### src/rtl/regfile_dump_reader_pkg.sv
// rtl/regfile_dump_reader_pkg.sv - shared types and widths for the register-file dump reader
package regfile_dump_reader_pkg;

  localparam int REG_IDX_W = 5;
  localparam int DATA_W    = 32;
  localparam int CNT_W     = 6;

  typedef enum logic [1:0] {
    IDLE = 2'd0,
    RUN  = 2'd1,
    DONE = 2'd2
  } state_t;

  // A zero count means a full 32-register dump; anything past 32 saturates.
  function automatic logic [CNT_W-1:0] clamp_count(input logic [CNT_W-1:0] c);
    if (c == '0 || c > 6'd32) return 6'd32;
    return c;
  endfunction

endpackage

### src/rtl/regfile_dump_obuf.sv
// rtl/regfile_dump_obuf.sv - one-entry output register with valid/ready handshake
module regfile_dump_obuf
  import regfile_dump_reader_pkg::*;
(
  input  logic                 clk,
  input  logic                 clr,
  input  logic                 load,
  input  logic                 flush,
  input  logic [DATA_W-1:0]    load_data,
  input  logic [REG_IDX_W-1:0] load_idx,
  input  logic                 load_last,
  input  logic                 m_ready,
  output logic                 m_valid,
  output logic [DATA_W-1:0]    m_data,
  output logic [REG_IDX_W-1:0] m_idx,
  output logic                 m_last
);

  // Payload only changes on load, so a stalled beat never picks up later register writes.
  always_ff @(posedge clk) begin
    if (clr) begin
      m_valid <= 1'b0;
      m_data  <= '0;
      m_idx   <= '0;
      m_last  <= 1'b0;
    end else if (flush) begin
      m_valid <= 1'b0;
    end else if (load) begin
      m_valid <= 1'b1;
      m_data  <= load_data;
      m_idx   <= load_idx;
      m_last  <= load_last;
    end else if (m_valid && m_ready) begin
      m_valid <= 1'b0;
    end
  end

endmodule

### src/rtl/regfile_dump_reader.sv
// rtl/regfile_dump_reader.sv - streams a range of register-file entries out over a valid/ready port
module regfile_dump_reader
  import regfile_dump_reader_pkg::*;
(
  input  logic                 clk,
  input  logic                 clr,
  input  logic                 start,
  input  logic [REG_IDX_W-1:0] first,
  input  logic [CNT_W-1:0]     count,
  input  logic                 abort,
  output logic [REG_IDX_W-1:0] rn,
  input  logic [DATA_W-1:0]    q,
  output logic                 m_valid,
  input  logic                 m_ready,
  output logic [DATA_W-1:0]    m_data,
  output logic [REG_IDX_W-1:0] m_idx,
  output logic                 m_last,
  output logic                 busy,
  output logic                 done
);

  state_t           state;
  state_t           state_nxt;
  logic [CNT_W-1:0] remain;
  logic             load;
  logic             flush;

  // Abort takes priority over any load or handshake in the same cycle.
  assign load  = (state == RUN) && !abort && (remain != '0) && (!m_valid || m_ready);
  assign flush = (state == RUN) && abort;
  assign busy  = (state == RUN);
  assign done  = (state == DONE);

  always_comb begin
    state_nxt = state;
    case (state)
      IDLE: if (start) state_nxt = RUN;
      RUN: begin
        if (abort)                            state_nxt = IDLE;
        else if (m_valid && m_ready && m_last) state_nxt = DONE;
      end
      DONE:    state_nxt = IDLE;
      default: state_nxt = IDLE;
    endcase
  end

  always_ff @(posedge clk) begin
    if (clr) begin
      state  <= IDLE;
      rn     <= '0;
      remain <= '0;
    end else begin
      state <= state_nxt;
      if (state == IDLE && start) begin
        rn     <= first;
        remain <= clamp_count(count);
      end else if (load) begin
        rn     <= rn + 5'd1;
        remain <= remain - 6'd1;
      end
    end
  end

  regfile_dump_obuf u_obuf (
    .clk       (clk),
    .clr       (clr),
    .load      (load),
    .flush     (flush),
    .load_data (q),
    .load_idx  (rn),
    .load_last (remain == 6'd1),
    .m_ready   (m_ready),
    .m_valid   (m_valid),
    .m_data    (m_data),
    .m_idx     (m_idx),
    .m_last    (m_last)
  );

endmodule

### config.mk
export PLATFORM = sky130hd
export DESIGN_NAME = regfile_dump_reader
export DESIGN_NICKNAME = d
export VERILOG_FILES = /design/src/rtl/regfile_dump_reader_pkg.sv /design/src/rtl/regfile_dump_obuf.sv /design/src/rtl/regfile_dump_reader.sv
export SDC_FILE = /design/constraint.sdc
export NUM_CORES = 1
export LEC_CHECK = 0
export BUFFER_PORTS_ARGS = -buffer_cell sky130_fd_sc_hd__buf_2
export CAP_MARGIN = 20
export CORE_MARGIN = 2
export CORE_UTILIZATION = 42
export CTS_CLUSTER_SIZE = 16
export DETAILED_ROUTE_END_ITERATION = 16
export MAX_ROUTING_LAYER = met4
export PLACE_DENSITY = 0.87
export SLEW_MARGIN = 5
export SYNTH_ARGS = -nofsm -noshare
export SYNTH_HDL_FRONTEND = slang
export SYNTH_SLANG_ARGS = --single-unit
### constraint.sdc
create_clock -name clk -period 1.5 [get_ports clk]
set_clock_uncertainty 0.05 [all_clocks]
set_input_delay 0.075 -clock clk [delete_from_list [all_inputs] [get_ports clk]]
set_output_delay 0.075 -clock clk [all_outputs]
set_load 0.005 [all_outputs]
# After elaboration in Yosys (flattened, before gate mapping)
# Cells that the tools add are included.
# totals
reg_bits	52
latchBits	0
ramBits	0
romBits	0
inputBits	48
output_inout_bits	46
word_cells	50
memories	0
# op_classes
addsub	2
n_mul	0
div_mod_pow	0
order_cmp	1
eq_ne	5
n_shift	0
mux	15
bitwise	1
reduce_logical	19
# ops
op	count
$mux 6	4
$mux 5	2
$logic_and 1x1->1	7
$eq 6x1->1 const B	1
$gt 6x6->1 const B	1
$logic_not 6->1	1
$mux 2	3
$reduce_bool 6->1	1
$sub 6x1->6 const B	1
$add 5x1->5 const B	1
$mux 1	5
$pmux 2 s2	1
$reduce_and 2->1	2
$reduce_bool 2->1	2
$ne 3x2->1 const B	1
$eq 2x1->1 const B	1
$eq 2x2->1 const B	1
$logic_not 1->1	2
$logic_not 2->1	1
$logic_or 1x1->1	2
$ne 2x2->1 const B	1
$reduce_or 2->1	1
$not 1->1	1

# Depth between registers and ports, before layout
# Gate-level depths: netlist (run 1).
# logic_depth
depth_word	7
depth_mapped	7
depth_no_buf	6

# Hierarchy
# A second synthesis (run 1) with hierarchy kept.
# hier_totals
hier_cells	268
area_unflattened_um2	2668.8
# modules_own_cells
module	instances	cells_each	area_each_um2	seq_area_each_um2
regfile_dump_obuf	1	177	1839.3	780.7
regfile_dump_reader	1	91	829.5	260.2

# Worst setup path after synthesis (run 1)
# No wires, ideal clock.
# synth_timing
path_type	reg-to-reg
from	reg remain[2]
to	reg rn[2]
t_arrival_ns	1.562
t_required_ns	1.359
slack_ns	-0.203
stages_incl_launch_ff	6
n_path_buf	1
cell_sequence	dfxtp_1 -> or4_4 -> o211ai_2 -> buf_4 -> o21ai_0 -> a311oi_1
# synth_between
elab_chain_cells	4
# synth_rtl
element	line	text
from (decl)	regfile_dump_reader.sv:24	logic [CNT_W-1:0] remain;
from (signal assigned)	regfile_dump_reader.sv:56	remain <= clamp_count(count);
from (signal assigned)	regfile_dump_reader.sv:59	remain <= remain - 6'd1;
$reduce_bool 6->1	regfile_dump_reader.sv:29	assign load = (state == RUN) && !abort && (remain != '0) && (!m_valid || m_ready);
$logic_and 1x1->1 (2 in series)	regfile_dump_reader.sv:29	
$reduce_bool 2->1 (no line)	n/a	
to (signal assigned)	regfile_dump_reader.sv:55	rn <= first;
to (signal assigned)	regfile_dump_reader.sv:58	rn <= rn + 5'd1;
to (decl)	regfile_dump_reader.sv:11	output logic [REG_IDX_W-1:0] rn,
# Every way passes these cells.
# A chain may end at the register's enable or synchronous reset.

# Worst setup path in the final report (run 1)
# layout_timing
from	reg remain[5]
to	reg u_obuf.m_idx[2]
# layout_between
elab_chain_cells	4
# layout_rtl
element	line	text
$reduce_bool 6->1	regfile_dump_reader.sv:29	
$logic_and 1x1->1 (2 in series)	regfile_dump_reader.sv:29	
$reduce_and 2->1 (no line)	n/a	
to (signal assigned)	regfile_dump_obuf.sv:31	m_idx <= load_idx;
to (decl)	regfile_dump_obuf.sv:15	output logic [REG_IDX_W-1:0] m_idx,
# Every way passes these cells.

==> impl_metrics.yaml, run 1 <==
outcome:
  run_status: "complete, but fails checks"
  violations: "negative setup slack"
clock_tree:
  clock_sinks: 52
  clockBufferDepth: 2
  clkLatencyLatePin_ps: 310
  cts_max_level: 2
  ctsRootBufferMaster: "clkbuf_8"
  numCtsBuffers: 5
  clk_pin_slew_ps: 100
  cts_tree: "yes"
drt:
  wl_per_cell_microns: 16.15
  vias: 2604
  first_pass_iters: 4
  drt-total-wl_microns: 8091
  ant_nets: 0
  drt_iter0_markers: 81
  drc_errors: 0
  via_per_inst: 5.198
cells_and_area:
  drive_gt1_share_pct: 55.22
  syn2layout_area_growth_pct: 83.37
  fill_cells: 320
  antennaDiodeCount: 0
  postLayoutCoreUtil_pct: 78.77
  nets: 483
worst_setup_path:
  r2r-end: "u_obuf.m_idx[2]"
  path_max_fanout: 5
  worstPathRequired_ps: 1700
  r2r_cells: 6
  reg2reg_slack_ps: -260
  criticalPathCategory: "reg -> reg"
  startpoint_type: "flip-flop"
  crit_arrival_ps: 1970
  worst_setup_path_end_kind: "flip-flop"
  rr_startpoint: "remain[5]"
worst_hold_path:
  holdPathStages: 3
  min_to: "state[1]"
  hold_path.startpoint: "m_ready"
  min_path_type: "in -> reg"
sta:
  tns_ps: -10220
  slew_headroom_pct: 62.02
  setup_viol: 49
  final_max_slew_viol_count: 0
  rsz0062_at_grt: "true"
  fmax_ghz: 0.5672
  worst_pin_slew_ps: 569.6
  period_share_pct: 117.5
  hold_viol: 0
  layout_min_cycle_time_ps: 1763
  setup_slack_ps: -263.1
logic_synthesis:
  synth_common_cells: "nand2_1 (80), dfxtp_1 (52), a21oi_1 (44)"
  netlist_area_sq_um: 2152
  synthFlopType: "dfxtp_1"
  synth_edf_count: 0
  syn_area_per_cell_sq_um: 8.183
  yosys-top-cells-area: "dfxtp_1 (48%), nand2_1 (14%), a21oi_1 (10%), ha_1 (2.3%), a311oi_1 (1.6%)"
  ys_seq_elements: 52
  yosys.cell_count.top_type: "nand2_1"
  synth_top_cell_area_share_pct: 48.37
  synth_cell_type_count: 39
  syn_nets: 315
  synth_top_cell_by_area: "dfxtp_1"
  syn_inst: 263
  ys_seq_area_share_pct: 48.37
  yosysWarnings: 0
  async_flop_share_pct: 0
global_routing:
  grt_max_degree: 26
  grt_pass1_vias: 2473
  grt_pass1_wl_microns: 10850
  antenna_found_initial: 0
  overflow: 0
  grt_usage_pct: 26.04
place:
  preCtsSetupSlack_ps: -247.6
  dp_hpwl_microns: 4270
  place_congestion: 0.7990
  port_buffers: 93
floorplanning:
  core-area_sq_um: 5010
  start_util_pct: 42.96
  die_height_microns: 75.58
  rows: 26
  ios: 94
  fp.dieArea_sq_um: 5712
  die_w_microns: 75.58
pwr:
  cellLeakagePower_uw: 0.001670
  finalPower_uw: 3159
  p_per_area_nw_per_um2: 800.6
  vdd_drop_max_v: 0.0006888
run:
  drv_cap: 0
where the power goes:
part / leakage (uW) / total (uW) / switching (uW) / internal [uW]
Sequential: 0.000425 / 1500 / 55.6 / 1440
Clock: 0.0000503 / 878 / 466 / 412
Combinational: 0.00119 / 783 / 368 / 416
cell type report:
class | instances | area (sq um) | area share, %
Multi-Input combinational cell | 189 | 1390 | 35.23
Timing Repair Buffer | 177 | 1297 | 32.88
Sequential cell | 52 | 1050 | 26.60
Clock buffer | 7 | 96.34 | 2.441
Tap cell | 70 | 87.58 | 2.219
Inverter | 6 | 25.02 | 0.6341
kinds of logic after synthesis:
logic type / Yosys count / synth area share (%)
flops: 52 / 48.37
simple gates: 118 / 24.71
buf+inv: 22 / 4.651
fa+ha+maj: 4 / 2.326
compound gates: 64 / 18.60
mux: 2 / 0.9303
xor+xnor: 1 / 0.4071
cells in the final DEF, fill, tap and decap left out, types with 3 or more instances in the layout:
cell type,n
buf_4,30
buf_2,93
nand2_2,12
dfxtp_2,7
dfxtp_1,45
a211oi_2,5
nand3_1,4
a21oi_2,29
clkbuf_8,7
nand2_4,15
or3_1,3
buf_12,3
dlygate4sd3_1,36
nor2_1,9
nand2_1,53
a21oi_1,15
buf_6,13
ha_1,3
nor3_1,3
inv_1,3
flip-flops by register name, indices dropped and copies added, names as in the netlist:
name            flops
u_obuf.m_idx        5
remain              6
state               2
u_obuf.m_data      32
rn                  5
u_obuf.m_valid      1
u_obuf.m_last       1
routing by layer:
layer,track usage (%),up-vias,part of all wire (%)
met5,-,-,0
met4,6.043,0,2.3
met3,6.481,19,5.4
met2,50.14,94,54
met1,26.11,1251,39
li1,-,1240,-
how the worst max path moves through the flow:
stage                     startpoint                to  slack [ps]  depth (start not counted)
after detailed placement   remain[4]   u_obuf.m_idx[0]        -250                          5
final                      remain[5]   u_obuf.m_idx[2]        -260                          6
after global routing       remain[5]   u_obuf.m_idx[2]        -330                          6
after floorplan            remain[5]             rn[2]        -160                          5
after CTS                  remain[3]             rn[2]        -190                          5
after global placement     remain[4]  u_obuf.m_data[3]        -220                          5
repair_timing:
action,CTS,global route
hold buffers,36,0
gates cloned,2,1
pin swaps,42,33
buffers inserted,6,1
resized for setup,50,65
endpoints found under the hold margin,36,0
setup endpoints to repair,49,50
critical path: stages (launching register included):
cell and delay (ps):
dfxtp_2 330, or4_4 580, o211ai_4 230, buf_6 170, clkbuf_16 170, nand2_4 50
a21oi_2 120
metrics by stage:
stage / cell area (sq um) / cells / hold WS [ps]
6_report: 3946 / 501 / 16.64
5_1_grt: 3946 / 501 / 14.31
4_1_cts: 3645 / 499 / 3.536
3_5_place_dp: 2969 / 448 / 249.3
3_3_place_gp: 2969 / 448 / 244.9
2_1_floorplan: 2210 / 263 / 121.6
No activity file was read; power rests on OpenSTA's default activity.
==> run 2, diff against run 1 <==
- CORE_UTILIZATION: 42 -> 45
- PLACE_DENSITY: 0.87 -> 0.88
- SYNTH_HIERARCHICAL: default -> 1
==> run 2 against run 1 <==
Effect of this change:
- the run still ends with negative setup slack left
- critical path depth unchanged
- utilization down 12 points
- total power fell by 0.74%
- combinational power down 12%
- via count decreased by 4.3%
- clock power up 8.4%
- sequential power about the same
- global-route usage decreased by 5.3 points
- design area down 2.3%
- count of clock-buffer cells in the layout fell by 2
- critical endpoint is now remain[5]
- highest routed layer unchanged
==> impl_metrics.yaml, run 2 <==
cells_and_area:
  nets: 444
  drive_gt1_share_pct: 42.75
  seq_area_sq_um: 1046
  fin_cells: 468
  top_regs: "u_obuf/m_data: 32 flops, remain: 6 flops"
  antennaDiodeCount: 0
  largest_register_ffs: 32
  postLayoutCoreUtil_pct: 66.33
  syn2layout_area_growth_pct: 44.54
  multi_input_area_sq_um: 1530
  final_cell_mix: "buf_2 (93), dfxtp_1 (48), nand2b_1 (39), nand4bb_1 (38), o21ai_1 (25)"
  fill_cells: 464
  final_common_cell: "buf_2"
  top_register: "u_obuf/m_data"
clock_tree:
  clk_pin_slew_ps: 100
  cts_tree: "yes"
  clockBufferDepth: 2
  numCtsBuffers: 5
  clock_sinks: 52
  clkLatencyLatePin_ps: 300
  cts_max_level: 2
  ctsRootBufferMaster: "clkbuf_8"
floorplanning:
  core-area_sq_um: 5816
  die_w_microns: 81.01
  die_height_microns: 81.01
  ios: 94
  start_util_pct: 45.89
  fp.dieArea_sq_um: 6563
  rows: 28
drt:
  wl_per_cell_microns: 14.99
  first_pass_iters: 4
  drt_iter0_markers: 82
  ant_nets: 0
  drt-total-wl_microns: 7015
  drc_errors: 0
  vias: 2493
  via_per_inst: 5.327
logic_synthesis:
  yosysWarnings: 6
  syn_nets: 320
  syn_inst: 268
  yosys.cell_count.top_type: "dfxtp_1"
  syn_area_per_cell_sq_um: 9.958
  synthFlopType: "dfxtp_1"
  synth_cell_type_count: 42
  synth_common_cells: "dfxtp_1 (52), nand2b_1 (39), nand4bb_1 (38)"
  synth_edf_count: 0
  synth_top_cell_by_area: "dfxtp_1"
  yosys-top-cells-area: "dfxtp_1 (39%), nand4bb_1 (16%), nand2b_1 (9.1%), o21ai_1 (3.6%), o21ai_2 (3.3%)"
  netlist_area_sq_um: 2669
  synth_top_cell_area_share_pct: 39.01
  async_flop_share_pct: 0
  ys_seq_elements: 52
  ys_seq_area_share_pct: 39.01
sta:
  rsz0062_at_grt: "true"
  fmax_ghz: 0.5691
  final_max_slew_viol_count: 0
  hold_viol: 0
  worst_pin_slew_ps: 401.6
  setup_slack_ps: -257.2
  layout_min_cycle_time_ps: 1757
  period_share_pct: 117.1
  setup_viol: 50
  slew_headroom_pct: 73.02
worst_setup_path:
  path_max_fanout: 15
  criticalPathCategory: "reg -> reg"
  startpoint_type: "flip-flop"
  worst_setup_path_end_kind: "flip-flop"
  crit_arrival_ps: 1930
  reg2reg_slack_ps: -260
  worstPathRequired_ps: 1670
place:
  preCtsSetupSlack_ps: -190.5
  dp_cells: 434
  place_congestion: 0.8075
  dp_hpwl_microns: 4437
  port_buffers: 93
global_routing:
  grt_max_degree: 47
  antenna_found_initial: 0
  overflow: 0
  grt_pass1_wl_microns: 10490
  grt_pass1_vias: 2383
  grt_usage_pct: 20.77
pwr:
  combinationalPowerShare_pct: 22.0
  internal_power_uw: 2316
  p_sw_uw: 820.5
  power_frac_clock_pct: 30.3
  p_seq_share_pct: 47.6
  cellLeakagePower_uw: 0.001622
  p_sw_share_pct: 26.16
  p_per_area_nw_per_um2: 813.0
  vdd_drop_max_v: 0.0004907
run:
  drv_cap: 0
outcome:
  run_status: "complete, but fails checks"
  violations: "negative setup slack"
worst_hold_path:
  min_path_type: "in -> reg"
[run 2: cell types whose count changed after synthesis, sizes merged, moves of 3 or more]
cell and delta:
nand2 -78, a21oi -38, nand2b +38, nand4bb +38, o21ai +38, buf +8, or3 -4, a31oi +3
and4 +3, nand3 -3
[run 2: what timing repair did]
| action | in CTS | in global routing |
|---|---|---|
| endpoints found under the hold margin | 18 | 0 |
| cloned | 2 | 3 |
| pin swaps | 1 | 10 |
| gates resized for setup | 9 | 18 |
| setup buffers | 4 | 1 |
| hold buffers | 18 | 0 |
| setup endpoints to repair | 50 | 50 |
[run 2: cells by family after synthesis]
| logic type | count (synthesis) | share of synthesized area, % |
|---|---|---|
| compound gates | 65 | 17.02 |
| flops | 52 | 39.01 |
| buf+inv | 31 | 6.986 |
| simple gates | 115 | 34.74 |
| fa+ha+maj | 4 | 1.875 |
| mux | 1 | 0.3751 |
[run 2: critical path, cell delays in order (launching register included)]
cell      delay [ps]
dfxtp_2          330
or3b_4           380
a221oi_4         220
buf_6            170
buf_6            180
nand4_1          130
a31oi_1          220
[run 2: power groups by stage]
stage               clock network, uW  logic [uW]  registers (uW)
global route                     1030         742            1500
finish                            952         691            1490
floorplan                           0         322            1530
global placement                    0         547            1520
CTS                               979         648            1490
detailed placement                  0         567            1520
[run 2: final cells by class]
cell class	instances	share of cell area (%)
Inverter	6	0.5838
Tap cell	75	2.433
Multi-Input combinational cell	185	39.67
Sequential cell	52	27.12
Clock inverter	3	1.103
Clock buffer	5	1.784
Timing Repair Buffer	142	27.31
[run 2: path summary, 6_finish.rpt]
check / from / to / cells after the start
max reg2reg: state[0] / remain[5] / 6
min: q[30] / u_obuf/m_data[30] / 3
max: state[0] / remain[5] / 6
min reg2reg: u_obuf/m_data[2] / u_obuf/m_data[2] / 2
[run 2: metal layers]
metal | GRT usage (%) | vias to the layer above | wire length [microns]
met5 | - | - | 0
met4 | 6.780 | 0 | 54
met3 | 3.111 | 9 | 338
met2 | 37.52 | 83 | 3584
met1 | 23.45 | 1170 | 3037
li1 | - | 1231 | -
[run 2: per-stage QoR]
| stage | instance area, sq um | power, uW | setup TNS [ps] | hold WS, ps |
|---|---|---|---|---|
| final | 3857 | 3136 | -8780 | 7.692 |
| after floorplan | 2710 | 1855 | -8450 | 93.53 |
| after detailed placement | 3352 | 2092 | -7355 | 303.1 |
| after CTS | 3756 | 3119 | -8579 | 0.7019 |
| after global placement | 3352 | 2069 | -5472 | 284.6 |
| after global routing | 3857 | 3278 | -11520 | 3.908 |
==> run 3, diff against run 2 <==
- MAX_ROUTING_LAYER: met4 -> default
==> run 3 against run 2 <==
Effect of this change:
- the flow still finishes with violations (negative setup slack)
- clock power about the same
- wire length increased by 0.16%
- combinational power about the same
- hold slack unchanged
- sequential power about the same
- flip-flop and latch count unchanged
- critical endpoint unchanged
- largest cell class unchanged
==> impl_metrics.yaml, run 3 (synthesized netlist as in run 2, its figures left out) <==
outcome:
  run_status: "complete, but fails checks"
  violations: "negative setup slack"
cells_and_area:
  fin_cells: 468
  drive_gt1_share_pct: 42.75
  antennaDiodeCount: 0
  final_common_cell: "buf_2"
  top_regs: "u_obuf/m_data: 32 flops, remain: 6 flops"
  nets: 444
  syn2layout_area_growth_pct: 44.54
  largest_register_ffs: 32
  final_cell_mix: "buf_2 (93), dfxtp_1 (48), nand2b_1 (39), nand4bb_1 (38), o21ai_1 (25)"
  top_register: "u_obuf/m_data"
drt:
  first_pass_iters: 4
  vias: 2493
  drc_errors: 0
  wl_per_cell_microns: 15.01
  ant_nets: 0
  via_per_inst: 5.327
  drt-total-wl_microns: 7026
  drt_iter0_markers: 79
pwr:
  cellLeakagePower_uw: 0.001622
  p_per_area_nw_per_um2: 813.1
  vdd_drop_max_v: 0.0004908
  finalPower_uw: 3137
sta:
  rsz0062_at_grt: "true"
  slew_headroom_pct: 73.02
  period_share_pct: 117.2
  setup_slack_ps: -257.3
  final_max_slew_viol_count: 0
  setup_viol: 50
  fmax_ghz: 0.5691
  hold_viol: 0
  layout_min_cycle_time_ps: 1757
  tns_ps: -8781
  worst_pin_slew_ps: 401.6
global_routing:
  grt_usage_pct: 20.21
  grt_pass1_wl_microns: 10490
  grt_pass1_vias: 2387
  grt_max_degree: 47
  overflow: 0
  antenna_found_initial: 0
place:
  dp_cells: 434
  dp_hpwl_microns: 4437
  port_buffers: 93
  place_congestion: 0.7961
worst_setup_path:
  reg2reg_slack_ps: -260
  criticalPathCategory: "reg -> reg"
  crit_arrival_ps: 1930
  startpoint_type: "flip-flop"
  worst_setup_path_end_kind: "flip-flop"
  worstPathRequired_ps: 1670
  path_max_fanout: 15
worst_hold_path:
  min_path_type: "in -> reg"
floorplanning:
  fp.dieArea_sq_um: 6563
  die_w_microns: 81.01
  start_util_pct: 45.89
  rows: 28
  core-area_sq_um: 5816
  die_height_microns: 81.01
  ios: 94
run:
  drv_cap: 0
clock_tree:
  clk_pin_slew_ps: 100
  cts_tree: "yes"
  clockBufferDepth: 2
  clkLatencyLatePin_ps: 300
  clock_sinks: 52
  ctsRootBufferMaster: "clkbuf_8"
  numCtsBuffers: 5
  cts_max_level: 2
-- run 3: where the power goes --
group	total, uW	leakage (uW)	internal, uW	switching, uW
logic	691	0.00114	375	316
registers	1490	0.000424	1450	47.2
clock network	952	0.0000541	494	458
total	3140	0.00162	2320	821
-- run 3: timing repair --
action,in CTS,in global routing
hold buffers,18,0
hold endpoints to repair,18,0
cloned,2,3
pin swaps,1,10
setup buffers,4,1
setup endpoints to repair,50,50
resized for setup,9,18
-- run 3: critical path: stages (launching register included) --
cell,delay [ps]
dfxtp_2,330
or3b_4,380
a221oi_4,220
buf_6,170
buf_6,180
nand4_1,130
a31oi_1,220
-- run 3: cell type report --
class | instances | area (sq um)
Fill cell | 464 | 1958
Multi-Input combinational cell | 185 | 1530
Timing Repair Buffer | 142 | 1054
Sequential cell | 52 | 1046
Tap cell | 75 | 93.84
Clock buffer | 5 | 68.82
Clock inverter | 3 | 42.54
Inverter | 6 | 22.52
-- run 3: through the flow --
stage | hold slack [ps] | util [%] | area, sq um | worst slack (ps)
floorplan | 93.53 | - | 2710 | -261.4
CTS | 0.7019 | 64.59 | 3756 | -209.8
global placement | 284.6 | 57.64 | 3352 | -159.0
finish | 7.692 | 66.33 | 3857 | -257.3
global route | 3.908 | 66.33 | 3857 | -302.5
detailed placement | 303.1 | 57.64 | 3352 | -190.5
-- run 3: per-layer routing --
| metal | wire [microns] | up-vias | GRT usage [%] |
|---|---|---|---|
| li1 | - | 1231 | - |
| met1 | 3049 | 1170 | 23.31 |
| met2 | 3583 | 83 | 37.77 |
| met3 | 338 | 9 | 3.111 |
| met4 | 54 | 0 | 6.780 |
| met5 | 0 | - | 0 |
-- run 3: worst paths after layout --
kind / from / end / cells after the start
max: state[0] / remain[5] / 6
max reg2reg: state[0] / remain[5] / 6
min reg2reg: u_obuf/m_data[2] / u_obuf/m_data[2] / 2
min: q[30] / u_obuf/m_data[30] / 3
